$ cat config.mk
export PLATFORM = sky130hd
export DESIGN_NAME = serial_fifo_transceiver
export DESIGN_NICKNAME = d
export VERILOG_FILES = /design/src/rtl/serial_fifo_transceiver.sv
export SDC_FILE = /design/constraint.sdc
export NUM_CORES = 1
export LEC_CHECK = 0
export CAP_MARGIN = 20
export CORE_MARGIN = 2
export CORE_UTILIZATION = 50
export DETAILED_ROUTE_END_ITERATION = 16
export GPL_TIMING_DRIVEN = 0
export PLACE_DENSITY = 0.72
export SYNTH_ARGS = -nofsm -noshare
export SYNTH_HDL_FRONTEND = slang
export SYNTH_SLANG_ARGS = --single-unit
$ cat constraint.sdc
create_clock -name clk -period 5.5 [get_ports clk]
set_input_delay 0.55 -clock clk [delete_from_list [all_inputs] [get_ports clk]]
set_output_delay 0.55 -clock clk [all_outputs]
set_load 0.005 [all_outputs]
$ cat src/rtl/serial_fifo_transceiver.sv
// rtl/serial_fifo_transceiver.sv - UART-style transceiver with RX/TX FIFOs and echo path
// Oversampled majority-vote receiver, registered-line transmitter, FWFT RX FIFO.

module serial_fifo_transceiver_fifo #(
  parameter int WIDTH = 8,
  parameter int DEPTH = 16
) (
  input  logic             clk,
  input  logic             rst_n,
  input  logic             wr,
  input  logic [WIDTH-1:0] wdata,
  input  logic             rd,
  output logic [WIDTH-1:0] rdata,
  output logic             full,
  output logic             empty
);
  localparam int AW = $clog2(DEPTH);

  logic [WIDTH-1:0] mem [DEPTH];
  logic [AW:0]      wptr;
  logic [AW:0]      rptr;

  // Callers gate wr/rd against full/empty; this block only moves pointers.
  always_ff @(posedge clk or negedge rst_n) begin
    if (!rst_n) begin
      wptr <= '0;
      rptr <= '0;
    end else begin
      if (wr) wptr <= wptr + 1'b1;
      if (rd) rptr <= rptr + 1'b1;
    end
  end

  always_ff @(posedge clk) begin
    if (wr) mem[wptr[AW-1:0]] <= wdata;
  end

  assign rdata = mem[rptr[AW-1:0]];
  assign empty = (wptr == rptr);
  assign full  = (wptr[AW] != rptr[AW]) && (wptr[AW-1:0] == rptr[AW-1:0]);
endmodule

module serial_fifo_transceiver #(
  parameter int CLK_FREQ     = 100_000_000,
  parameter int BAUD_RATE    = 9600,
  parameter int SAMPLE_RATIO = 16,
  parameter int DATA_BITS    = 8,
  parameter int PARITY       = 0,
  parameter int STOP_BITS    = 1,
  parameter int FIFO_DEPTH   = 16
) (
  input  logic                 clk,
  input  logic                 rst_n,
  input  logic                 din,
  output logic                 dout,
  input  logic                 echo_en,
  input  logic [DATA_BITS-1:0] tx_data,
  input  logic                 tx_valid,
  output logic                 tx_ready,
  output logic [DATA_BITS-1:0] rx_data,
  output logic                 rx_valid,
  input  logic                 rx_ready,
  output logic                 parity_err,
  output logic                 frame_err,
  output logic                 overrun
);
  localparam int TICK_RAW = CLK_FREQ / BAUD_RATE / SAMPLE_RATIO;
  localparam int TICK_DIV = (TICK_RAW < 1) ? 1 : TICK_RAW;
  localparam int CW       = (TICK_DIV > 1) ? $clog2(TICK_DIV) : 1;
  localparam int SW       = $clog2(SAMPLE_RATIO);

  localparam logic [CW-1:0] TICK_LAST = CW'(TICK_DIV - 1);
  localparam logic [SW-1:0] S_LAST    = SW'(SAMPLE_RATIO - 1);
  localparam logic [SW-1:0] MID_LO    = SW'(SAMPLE_RATIO / 2 - 1);
  localparam logic [SW-1:0] MID       = SW'(SAMPLE_RATIO / 2);
  localparam logic [SW-1:0] MID_HI    = SW'(SAMPLE_RATIO / 2 + 1);
  localparam logic [3:0]    DB_LAST   = 4'(DATA_BITS - 1);
  localparam logic [3:0]    SB_LAST   = 4'(STOP_BITS - 1);

  typedef enum logic [2:0] {R_IDLE, R_START, R_DATA, R_PARITY, R_STOP} rx_state_t;
  typedef enum logic [2:0] {T_IDLE, T_START, T_DATA, T_PARITY, T_STOP} tx_state_t;

  function automatic logic par_of(input logic [DATA_BITS-1:0] w);
    return (PARITY == 1) ? ~^w : ^w;
  endfunction

  function automatic logic maj3(input logic [2:0] v);
    return (v[0] & v[1]) | (v[0] & v[2]) | (v[1] & v[2]);
  endfunction

  logic [CW-1:0] tick_cnt;
  logic          tick;
  logic          run;

  assign tick = (tick_cnt == TICK_LAST);

  always_ff @(posedge clk or negedge rst_n) begin
    if (!rst_n) begin
      tick_cnt <= '0;
      run      <= 1'b0;
    end else begin
      tick_cnt <= tick ? '0 : tick_cnt + 1'b1;
      run      <= 1'b1;
    end
  end

  // Receiver
  logic                 s1, s2, s3;
  rx_state_t            rx_state, rx_next;
  logic [SW-1:0]        scnt;
  logic [3:0]           rbit;
  logic [2:0]           votes;
  logic [DATA_BITS-1:0] rsh;
  logic                 rpar;
  logic                 rx_bit_end, rx_done, maj_reg, stop_ok, par_bad, good;

  assign rx_bit_end = tick && (scnt == S_LAST);
  assign maj_reg    = maj3(votes);
  // The stop decision uses the third sample as it arrives so RX is idle by mid-stop.
  assign stop_ok    = maj3({votes[1:0], s2});
  assign par_bad    = (PARITY != 0) && (rpar != par_of(rsh));
  assign good       = rx_done && stop_ok && !par_bad;

  always_comb begin
    rx_next = rx_state;
    rx_done = 1'b0;
    case (rx_state)
      R_IDLE:   if (s3 && !s2) rx_next = R_START;
      R_START:  if (rx_bit_end) rx_next = maj_reg ? R_IDLE : R_DATA;
      R_DATA:   if (rx_bit_end && rbit == DB_LAST) rx_next = (PARITY != 0) ? R_PARITY : R_STOP;
      R_PARITY: if (rx_bit_end) rx_next = R_STOP;
      R_STOP: begin
        if (tick && scnt == MID_HI) begin
          rx_next = R_IDLE;
          rx_done = 1'b1;
        end
      end
      default:  rx_next = R_IDLE;
    endcase
  end

  always_ff @(posedge clk or negedge rst_n) begin
    if (!rst_n) begin
      s1       <= 1'b1;
      s2       <= 1'b1;
      s3       <= 1'b1;
      rx_state <= R_IDLE;
      scnt     <= '0;
      rbit     <= '0;
      votes    <= '0;
      rsh      <= '0;
      rpar     <= 1'b0;
    end else begin
      s1       <= din;
      s2       <= s1;
      s3       <= s2;
      rx_state <= rx_next;
      if (rx_state == R_IDLE) scnt <= '0;
      else if (tick)          scnt <= rx_bit_end ? '0 : scnt + 1'b1;
      if (rx_state != R_IDLE && tick && (scnt == MID_LO || scnt == MID || scnt == MID_HI))
        votes <= {votes[1:0], s2};
      if (rx_bit_end) rbit <= (rx_next != rx_state) ? '0 : rbit + 1'b1;
      if (rx_state == R_DATA && rx_bit_end)   rsh  <= {maj_reg, rsh[DATA_BITS-1:1]};
      if (rx_state == R_PARITY && rx_bit_end) rpar <= maj_reg;
    end
  end

  // FIFO routing
  logic [DATA_BITS-1:0] echo_word, tx_wdata, tx_head;
  logic                 tx_full, tx_empty, rx_full, rx_empty;
  logic                 echo_push, user_push, tx_wr, tx_pop, rx_push, rx_pop;

  assign echo_word = rsh[DATA_BITS-1] ? ~rsh : rsh;
  assign tx_ready  = run && !echo_en && !tx_full;
  assign user_push = tx_valid && tx_ready;
  assign echo_push = good && echo_en && !tx_full;
  assign tx_wr     = echo_push || user_push;
  assign tx_wdata  = echo_push ? echo_word : tx_data;
  assign rx_valid  = !rx_empty;
  assign rx_pop    = rx_ready && rx_valid;
  assign rx_push   = good && !echo_en && (!rx_full || rx_pop);

  serial_fifo_transceiver_fifo #(.WIDTH(DATA_BITS), .DEPTH(FIFO_DEPTH)) u_rx_fifo (
    .clk(clk), .rst_n(rst_n), .wr(rx_push), .wdata(rsh), .rd(rx_pop),
    .rdata(rx_data), .full(rx_full), .empty(rx_empty)
  );

  serial_fifo_transceiver_fifo #(.WIDTH(DATA_BITS), .DEPTH(FIFO_DEPTH)) u_tx_fifo (
    .clk(clk), .rst_n(rst_n), .wr(tx_wr), .wdata(tx_wdata), .rd(tx_pop),
    .rdata(tx_head), .full(tx_full), .empty(tx_empty)
  );

  always_ff @(posedge clk or negedge rst_n) begin
    if (!rst_n) begin
      parity_err <= 1'b0;
      frame_err  <= 1'b0;
      overrun    <= 1'b0;
    end else begin
      parity_err <= rx_done && par_bad;
      frame_err  <= rx_done && !stop_ok;
      overrun    <= good && (echo_en ? tx_full : (rx_full && !rx_pop));
    end
  end

  // Transmitter
  tx_state_t            tx_state, tx_next;
  logic [SW-1:0]        tcnt;
  logic [3:0]           tbit;
  logic [DATA_BITS-1:0] tsh;
  logic                 tpar;
  logic                 tx_bit_end;

  assign tx_bit_end = tick && (tcnt == S_LAST);

  always_comb begin
    tx_next = tx_state;
    tx_pop  = 1'b0;
    case (tx_state)
      T_IDLE: begin
        if (!tx_empty) begin
          tx_pop  = 1'b1;
          tx_next = T_START;
        end
      end
      T_START:  if (tx_bit_end) tx_next = T_DATA;
      T_DATA:   if (tx_bit_end && tbit == DB_LAST) tx_next = (PARITY != 0) ? T_PARITY : T_STOP;
      T_PARITY: if (tx_bit_end) tx_next = T_STOP;
      T_STOP: begin
        if (tx_bit_end && tbit == SB_LAST) begin
          tx_pop  = !tx_empty;
          tx_next = tx_empty ? T_IDLE : T_START;
        end
      end
      default:  tx_next = T_IDLE;
    endcase
  end

  always_ff @(posedge clk or negedge rst_n) begin
    if (!rst_n) begin
      tx_state <= T_IDLE;
      tcnt     <= '0;
      tbit     <= '0;
      tsh      <= '0;
      tpar     <= 1'b0;
      dout     <= 1'b1;
    end else begin
      tx_state <= tx_next;
      if (tx_state == T_IDLE) tcnt <= '0;
      else if (tick)          tcnt <= tx_bit_end ? '0 : tcnt + 1'b1;
      if (tx_bit_end) tbit <= (tx_next != tx_state) ? '0 : tbit + 1'b1;
      if (tx_pop) begin
        tsh  <= tx_head;
        tpar <= par_of(tx_head);
      end else if (tx_state == T_DATA && tx_bit_end) begin
        tsh <= tsh >> 1;
      end
      case (tx_state)
        T_START:  dout <= 1'b0;
        T_DATA:   dout <= tsh[0];
        T_PARITY: dout <= tpar;
        default:  dout <= 1'b1;
      endcase
    end
  end
endmodule

==> impl_metrics.toml, run 1 <==
[outcome]
status = "complete, no violations"

[cts]
postCtsResizedCells = 0
clk_pin_slew_ps = 60
h-tree-depth = 2
worstSkewPairLatency_ps = 510
cts_root_buffer = "clkbuf_16"
clock_sink_count = 335
cts_tree = "yes"
clk_path_buf_depth = 3
cts_buffers = 36

[critical_path]
worst_r2r_path_depth = 10
required_ps = 4950
critPathKind = "register to output port"
critPathLaunchType = "register"
cp_max_fo = 10
regToRegStartpoint = "u_tx_fifo.rptr[1]"
critPathCaptureType = "output port"
cp.arrival_ps = 3670
reg2reg_to = "u_tx_fifo.mem[1][2]"
r2r_slack_ps = 1530

[yosys]
syn-num-nets = 875
synthAdderAreaFrac = 0.0184
synth_top_flop_cell = "edfxtp_1"
synthXorXnorAreaFrac = 0.0340
netlist_area_sq_um = 14000
synth.distinct_cells = 54
post_synth.cell_area_avg_sq_um = 16.7
synthDominantCellAreaShare = 0.547
async_flop_share = 0.236
yosys.area_share.simple = 0.0692
synth-edff-count = 256
syn-instance-count = 842
synth_area_leaders = "edfxtp_1 (55%), dfrtp_1 (13%), mux4_2 (12%), xnor2_1 (2.2%), ha_1 (1.7%)"
ys_seq_elements = 335
synth.mux.area_fraction = 0.145
yosys.area.top_type = "edfxtp_1"
synth_compound_area_frac = 0.0263
synth_top_family_by_area = "multiplexers"
yosys_warnings = 0
ys_seq_area_frac = 0.689

[global_routing]
grt_pass1_vias = 7334
grt_pass1_wl_mm = 41.4
antenna_found_initial = 0
overflow = 0
grt_max_degree = 47
grtUsageTotal = 0.188

[detailed_routing]
vias_per_cell = 5.52
route.detailed.drc = 0
dr.pass1.iters = 5
drtIter0Drc = 627
final_antenna_net_count = 0
num_vias = 7315
routed_wl_mm = 26.7
wl_per_cell_um = 20.1

[timing]
setup_viol = 0
timing.final.crit_share = 0.768
rsz0062_at_grt = "no"
tns_ps = 0
tightest_slew_ps = 1080
hold_viol = 0
relSlewSlack = 0.278
max_freq_ghz = 0.237
fin_crit_ps = 4220
clock_skew_ps = 13.9
final-max-slew-violation-count = 0

[finish]
layout.nets = 952
area_delta_synth_final_pct = 13.9
antenna_cells = 0
instances_no_fill = 1325
final_layout_size_suffix_gt1_frac = 0.189
fill_cells = 2076
fin_area_sq_um = 16000

[pwr]
clkPwrFrac = 0.337
p_comb_frac = 0.234
switching_share = 0.272
p_leak_nw = 5.98
sequentialPowerShare = 0.428
p_per_area_nw_per_um2 = 422
p_sw_w = 0.00184
intPower_w = 0.00491
vdd_drop_max_v = 0.000357
fin_total_pwr_w = 0.00675

[hold_path]
worstHoldPathCells = 0
hold_path_class = "register to register"
hold_start = "s1"
hold_end = "s2"

[die]
dieArea_sq_um = 29400
die_h_um = 172
initial_utilization = 0.507
fp.coreArea_sq_um = 27700
dieWidth_um = 172
num_io_pins = 28
fp-row-count = 61

[place]
hpwlAfterDp_mm = 17.9
place.detailed.instances = 1257
place_area_sq_um = 14900
place_congestion = 0.773
portBuffers = 26

[run]
max-cap-violations = 0
==> final cells by class <==
| class | instances | area, sq um | area share |
|---|---|---|---|
| Sequential cell | 335 | 9670 | 0.604 |
| Clock inverter | 18 | 149 | 0.00931 |
| Inverter | 21 | 78.8 | 0.00493 |
| Timing Repair Buffer | 39 | 368 | 0.0230 |
| Multi-Input combinational cell | 445 | 4120 | 0.258 |
| Tap cell | 378 | 473 | 0.0296 |
| Buffer | 41 | 174 | 0.0109 |
| Clock buffer | 48 | 967 | 0.0605 |
==> stage by stage <==
step / hold slack, ps / worst slack (ps) / util
6_report: 354 / 1280 / 0.577
5_1_grt: 357 / 1050 / 0.577
4_1_cts: 355 / 1180 / 0.577
3_5_place_dp: 347 / 1540 / 0.537
3_3_place_gp: 346 / 989 / 0.533
2_1_floorplan: 254 / 2260 / -
==> critical path: stages (launching register included) <==
cell and delay [ps]:
dfrtp_1 350, clkbuf_1 490, buf_1 740, mux4_2 620
mux4_2 500, clkdlybuf4s50_1 460
==> placed cells by master, fill, tap and decap left out, types with 4 or more instances in the layout <==
master           count
a21oi_1             21
and2_1              11
and3_1               5
buf_1                5
buf_2               14
buf_4               10
clkbuf_1            35
clkbuf_16           37
clkdlybuf4s50_1     25
clkinv_1             6
clkinv_2             5
dfrtp_1             75
dfstp_2              4
edfxtp_1           256
ha_1                19
inv_1               21
mux2_2              19
mux2i_1             20
mux4_2              72
nand2_1             51
nand2b_1             7
nand3_1             22
nand3b_1             4
nand4_1              6
nor2_1              48
nor3_1              15
o21ai_0             21
o21ai_1              6
xnor2_1             36
xor2_1              16
==> power by group through the flow <==
stage | Clock (W) | Sequential, W | Combinational, W
final | 0.00228 | 0.00289 | 0.00158
after CTS | 0.00232 | 0.00289 | 0.00160
after floorplan | 0 | 0.00292 | 0.00123
after global placement | 0 | 0.00294 | 0.00156
after global routing | 0.00243 | 0.00290 | 0.00171
after detailed placement | 0 | 0.00294 | 0.00159
==> flip-flops by register name, indices dropped and copies added (netlist names) <==
| signal | count |
|---|---|
| rx_state | 3 |
| u_tx_fifo.wptr | 5 |
| u_rx_fifo.wptr | 5 |
| tbit | 4 |
| u_tx_fifo.mem | 128 |
| s1 | 1 |
| u_tx_fifo.rptr | 5 |
| run | 1 |
| s2 | 1 |
| u_rx_fifo.mem | 128 |
| tx_state | 3 |
| tpar | 1 |
| tcnt | 4 |
| rbit | 4 |
| tsh | 8 |
| votes | 3 |
| dout | 1 |
| u_rx_fifo.rptr | 5 |
| scnt | 4 |
| overrun | 1 |
| frame_err | 1 |
| rsh | 8 |
| tick_cnt | 10 |
| s3 | 1 |
==> worst max path at each step <==
| stage | depth (start not counted) | to | slack, ps | start |
|---|---|---|---|---|
| final | 5 | rx_data[3] | 1280 | u_rx_fifo.rptr[0] |
| after global routing | 5 | rx_data[7] | 1050 | u_rx_fifo.rptr[0] |
| after CTS | 5 | rx_data[3] | 1180 | u_rx_fifo.rptr[0] |
| after detailed placement | 9 | u_tx_fifo.mem[8][6] | 1540 | u_tx_fifo.rptr[1] |
| after global placement | 1 | u_tx_fifo.wptr[1] | 990 | rst_n |
| after floorplan | 8 | u_tx_fifo.mem[3][0] | 2260 | tick_cnt[2] |
==> per-layer routing <==
metal,routed length [um],vias to the layer above,share of wire,track usage
met2,13100,181,0.49,0.306
met5,0,-,0,0
li1,-,3382,-,-
met1,11500,3702,0.43,0.259
met4,811,0,0.030,0.0678
met3,1340,50,0.050,0.0313
==> what timing repair did <==
item | in CTS | in global routing
hold endpoints to repair | 1 | 0
buffers inserted | 0 | 0
endpoints found under the setup margin | 0 | 0
hold buffers | 1 | 0
==> cells in the mapped netlist (3+ instances only) <==
master	instances
ha_1	19
edfxtp_1	256
and3b_1	3
nor2_1	48
xnor2_1	36
and3_1	5
inv_1	21
nand3_1	22
buf_2	10
mux2i_1	20
nand3b_1	4
a21oi_1	21
nand4_1	6
mux2_2	19
o21ai_1	3
nor3b_1	3
xor2_1	16
and2_1	11
a31oi_1	3
nand2b_1	7
dfstp_2	4
buf_1	5
o21ai_0	24
nor3_1	15
dfrtp_1	75
clkbuf_1	24
mux4_2	72
nand2_1	51
or2_2	3
==> cells by family after synthesis <==
kind of cell    Yosys count
flops                   335
simple gates            194
mux                     111
compound gates           64
buf+inv                  62
xor+xnor                 53
fa+ha+maj                21
other cells               2
No activity file was read; power rests on OpenSTA's default activity.
==> inputs of run 2 (changes only) <==
- PLACE_DENSITY: 0.72 -> 0.75
- clock period: 5.5 -> 3.5 ns (I/O delays scaled with it)
==> impl_metrics.toml, run 2 (synthesized netlist as in run 1, its figures left out) <==
[global_routing]
grt_max_degree = 61
grt_pass1_wl_mm = 43.2
overflow = 0
antenna_found_initial = 0
grtUsageTotal = 0.197
grt_pass1_vias = 7555

[timing]
fin_crit_ps = 3480
layout_setup_ws_ps = 23.9
relSlewSlack = 0.380
hold_viol = 0
clock_skew_ps = 27.6
tightest_slew_ps = 922
holdWs_ps = 244
rsz0062_at_grt = "yes"
setup_viol = 0
max_freq_ghz = 0.288
timing.final.crit_share = 0.993
final-max-slew-violation-count = 0

[detailed_routing]
drtIter0Drc = 762
final_antenna_net_count = 0
dr.pass1.iters = 5
wl_per_cell_um = 21.2
routed_wl_mm = 28.1
route.detailed.drc = 0
vias_per_cell = 5.67
num_vias = 7486

[place]
place_congestion = 0.820
hpwlAfterDp_mm = 17.8
place.detailed.instances = 1256
pre_cts_ws_ps = -493
portBuffers = 26

[die]
initial_utilization = 0.507
die_h_um = 172
dieWidth_um = 172
dieArea_sq_um = 29400
num_io_pins = 28
fp.coreArea_sq_um = 27700
fp-row-count = 61

[critical_path]
regToRegStartpoint = "tick_cnt[0]"
critPathKind = "register to register"
reg2reg_to = "u_tx_fifo.mem[9][1]"
critPathLaunchType = "register"
worst_r2r_path_depth = 10
critPathCaptureType = "register"
required_ps = 3640
cp.arrival_ps = 3620
r2r_slack_ps = 20
cp_max_fo = 9

[cts]
clk_path_buf_depth = 3
cts_root_buffer = "clkbuf_16"
clock_sink_count = 335
h-tree-depth = 2
cts_buffers = 36
worstSkewPairLatency_ps = 530
cts_tree = "yes"
clk_pin_slew_ps = 50

[finish]
instances_no_fill = 1321
area_delta_synth_final_pct = 15.4
final_layout_size_suffix_gt1_frac = 0.233
antenna_cells = 0
final_common_cell = "edfxtp_1"
layout.nets = 951
layout_common_cells = "edfxtp_1 (256), dfrtp_1 (75), mux4_2 (72)"

[pwr]
p_per_area_nw_per_um2 = 658
p_leak_nw = 6.03
vdd_drop_max_v = 0.000413

[hold_path]
worstHoldPathCells = 1
hold_start = "din"
hold_end = "s1"
hold_path_class = "primary input to register"

[outcome]
status = "complete, no violations"

[run]
max-cap-violations = 0
==> run 2: cell count changes in the layout (fill, tap and decap cells not counted), sizes merged <==
cell      before  now
clkbuf        72   68
buf           30   31
bufinv         2    1
clkinv        12   13
clkinvlp       2    1
==> run 2: through the flow <==
| step | cell area, sq um | total power (W) | util | TNS (ps) |
|---|---|---|---|---|
| global route | 16200 | 0.0111 | 0.585 | -10510 |
| CTS | 16100 | 0.0107 | 0.580 | -6590 |
| global placement | 14800 | 0.00706 | 0.533 | -136200 |
| floorplan | 14000 | 0.00652 | - | 0 |
| detailed placement | 14900 | 0.00713 | 0.537 | -53440 |
| finish | 16200 | 0.0107 | 0.585 | 0 |
==> run 2: cell type report <==
| type | instances | area, sq um |
|---|---|---|
| Buffer | 39 | 184 |
| Clock buffer | 46 | 948 |
| Clock inverter | 17 | 143 |
| Fill cell | 2043 | 11500 |
| Inverter | 21 | 78.8 |
| Multi-Input combinational cell | 445 | 4280 |
| Sequential cell | 335 | 9670 |
| Tap cell | 378 | 473 |
| Timing Repair Buffer | 40 | 424 |
==> run 2: worst max-delay path, cell delays in order, from the launching register on <==
cell and delay [ps]:
dfrtp_1 430, inv_1 80, ha_1 140, nand4b_1 150, or3_1 360, buf_2 190
or3b_4 450, mux2_2 350, nor2_8 170, nand2_1 220, nor2_2 570
==> run 2: what timing repair did <==
action                                  4_1_cts  5_1_grt
endpoints found under the hold margin        19        0
hold buffers                                  1        0
endpoints found under the setup margin      242      258
pin swaps                                     0        3
resized for setup                            29       31
setup buffers                                 0        3
==> run 2: power by group <==
| group | internal [W] | leakage, nW | switching [W] | total, W |
|---|---|---|---|---|
| Clock | 0.00201 | 0.530 | 0.00151 | 0.00352 |
| Sequential | 0.00444 | 3.65 | 0.000106 | 0.00454 |
| Combinational | 0.00120 | 1.85 | 0.00140 | 0.00260 |
==> run 2: worst max path at each step <==
stage	from	to	slack, ps	cells after the start
after floorplan	tick_cnt[2]	u_tx_fifo.mem[3][0]	260	8
after global placement	rst_n	rsh[1]	-790	1
after detailed placement	u_tx_fifo.rptr[1]	u_tx_fifo.mem[3][4]	-490	10
after CTS	tick_cnt[0]	u_tx_fifo.mem[14][1]	-150	10
after global routing	tick_cnt[0]	u_tx_fifo.mem[9][1]	-170	10
final	tick_cnt[0]	u_tx_fifo.mem[9][1]	20	10
==> run 2: routing by layer <==
metal	vias to the layer above	GRT usage	part of all wire
li1	3368	-	-
met1	3852	0.277	0.43
met2	220	0.317	0.50
met3	46	0.0382	0.053
met4	0	0.0553	0.018
met5	-	0	0
==> inputs of run 3 (changes only) <==
- GPL_TIMING_DRIVEN: 0 -> not set
==> impl_metrics.toml, run 3 (synthesized netlist as in run 1, its figures left out) <==
[outcome]
status = "complete, no violations"

[critical_path]
worstSetupEndpoint = "rx_data[2]"
cp-startpoint = "u_rx_fifo.rptr[0]"
required_ps = 3150
cp.arrival_ps = 2880
worst_r2r_path_depth = 8
reg2reg_to = "u_rx_fifo.mem[1][6]"
r2r_slack_ps = 360
critPathKind = "register to output port"
cp_max_fo = 29
critPathLaunchType = "register"
critPathCaptureType = "output port"
regToRegStartpoint = "tick_cnt[1]"

[global_routing]
top_usage_layer = "met2"
overflow = 0
globalRouteMet1Util = 0.273
grtUsageTotal = 0.185
grt_pass1_wl_mm = 41.2
use_met3 = 0.0368
grt_pass1_vias = 7232
grt_max_degree = 80
grt_use_met2 = 0.283
antenna_found_initial = 0

[place]
pre_cts_ws_ps = 129
place_congestion = 0.790
hpwlAfterDp_mm = 16.9
portBuffers = 26
place.detailed.instances = 1252

[cts]
clk_pin_slew_ps = 60
worstSkewPairLatency_ps = 520
cts_root_buffer = "clkbuf_16"
h-tree-depth = 2
clk_path_buf_depth = 3
cts_tree = "yes"
clock_sink_count = 335
cts_buffers = 35
postCtsResizedCells = 0

[pwr]
vdd_drop_max_v = 0.000543
p_per_area_nw_per_um2 = 650
p_leak_nw = 6.09

[timing]
rsz0062_at_grt = "no"
timing.final.crit_share = 0.922
relSlewSlack = 0.460
tns_ps = 0
tightest_slew_ps = 811
setup_viol = 0
hold_viol = 0
layout_setup_ws_ps = 274
clock_skew_ps = 24.7
max_freq_ghz = 0.310
final-max-slew-violation-count = 0
fin_crit_ps = 3230

[finish]
area_delta_synth_final_pct = 14.8
instances_no_fill = 1319
final_common_cell = "edfxtp_1"
finish.utilization = 0.582
antenna_cells = 0
layout.nets = 948
final_layout_size_suffix_gt1_frac = 0.220
layout_common_cells = "edfxtp_1 (256), dfrtp_1 (73), mux4_2 (72)"

[hold_path]
hold_path_class = "primary input to register"

[die]
dieArea_sq_um = 29400
fp.coreArea_sq_um = 27700
initial_utilization = 0.507
fp-row-count = 61
die_h_um = 172
num_io_pins = 28
dieWidth_um = 172

[detailed_routing]
routed_wl_mm = 26.3
route.detailed.drc = 0
wl_per_cell_um = 19.9
num_vias = 7355
dr.pass1.iters = 6
drtIter0Drc = 678
vias_per_cell = 5.58
final_antenna_net_count = 0

[run]
max-cap-violations = 0
## run 3: changes by cell type in the layout (fill, tap and decap cells not counted), sizes merged
| cell | previous run | this run |
|---|---|---|
| clkbuf | 68 | 44 |
| buf | 31 | 51 |
| bufinv | 1 | 2 |
| clkinv | 13 | 14 |
| clkinvlp | 1 | 2 |
| inv | 23 | 22 |
## run 3: final cells by class
type / instances / area [sq um]
tap: 378 / 473
fill: 2039 / 11600
timing repair buffer: 77 / 688
clock buffer: 44 / 920
multi-input combinational: 445 / 4120
inverter: 21 / 78.8
sequential: 335 / 9670
clock inverter: 19 / 173
## run 3: layer usage
metal	wire (um)	vias up
met1	11900	3769
met5	0	-
li1	-	3349
met3	1640	41
met2	12200	196
met4	632	0
## run 3: per-stage QoR
stage          hold slack, ps  power, W  cell area, sq um
6_report                  264    0.0105             16100
5_1_grt                   247    0.0109             16100
4_1_cts                  52.6    0.0106             16100
3_5_place_dp              378   0.00707             15000
3_3_place_gp              374   0.00704             15000
2_1_floorplan            54.4   0.00652             14000
## run 3: worst max-delay path: stages, from the launching register on
cell and delay (ps):
dfrtp_2 520, buf_12 290, mux4_2 610, mux4_2 470, clkdlybuf4s50_1 450
## run 3: how the worst min path moves through the flow
| stage | startpoint | endpoint | slack (ps) | cells after the start |
|---|---|---|---|---|
| 2_1_floorplan | rst_n | frame_err | 50 | 0 |
| 3_3_place_gp | s2 | s3 | 370 | 0 |
| 3_5_place_dp | s2 | s3 | 380 | 0 |
| 4_1_cts | rst_n | tsh[4] | 50 | 1 |
| 5_1_grt | din | s1 | 250 | 1 |
| 6_report | din | s1 | 260 | 1 |
## run 3: repair_timing
| item | 4_1_cts | 5_1_grt |
|---|---|---|
| setup endpoints to repair | 0 | 0 |
| endpoints found under the hold margin | 0 | 23 |
| hold buffers | 0 | 1 |
| buffers inserted | 0 | 0 |
## run 3: power breakdown
group | internal (W) | switching [W] | leakage, nW | total (W)
clock network | 0.00203 | 0.00147 | 0.528 | 0.00349
logic | 0.00117 | 0.00114 | 1.91 | 0.00231
registers | 0.00444 | 0.000233 | 3.65 | 0.00467
total | 0.00764 | 0.00283 | 6.09 | 0.0105
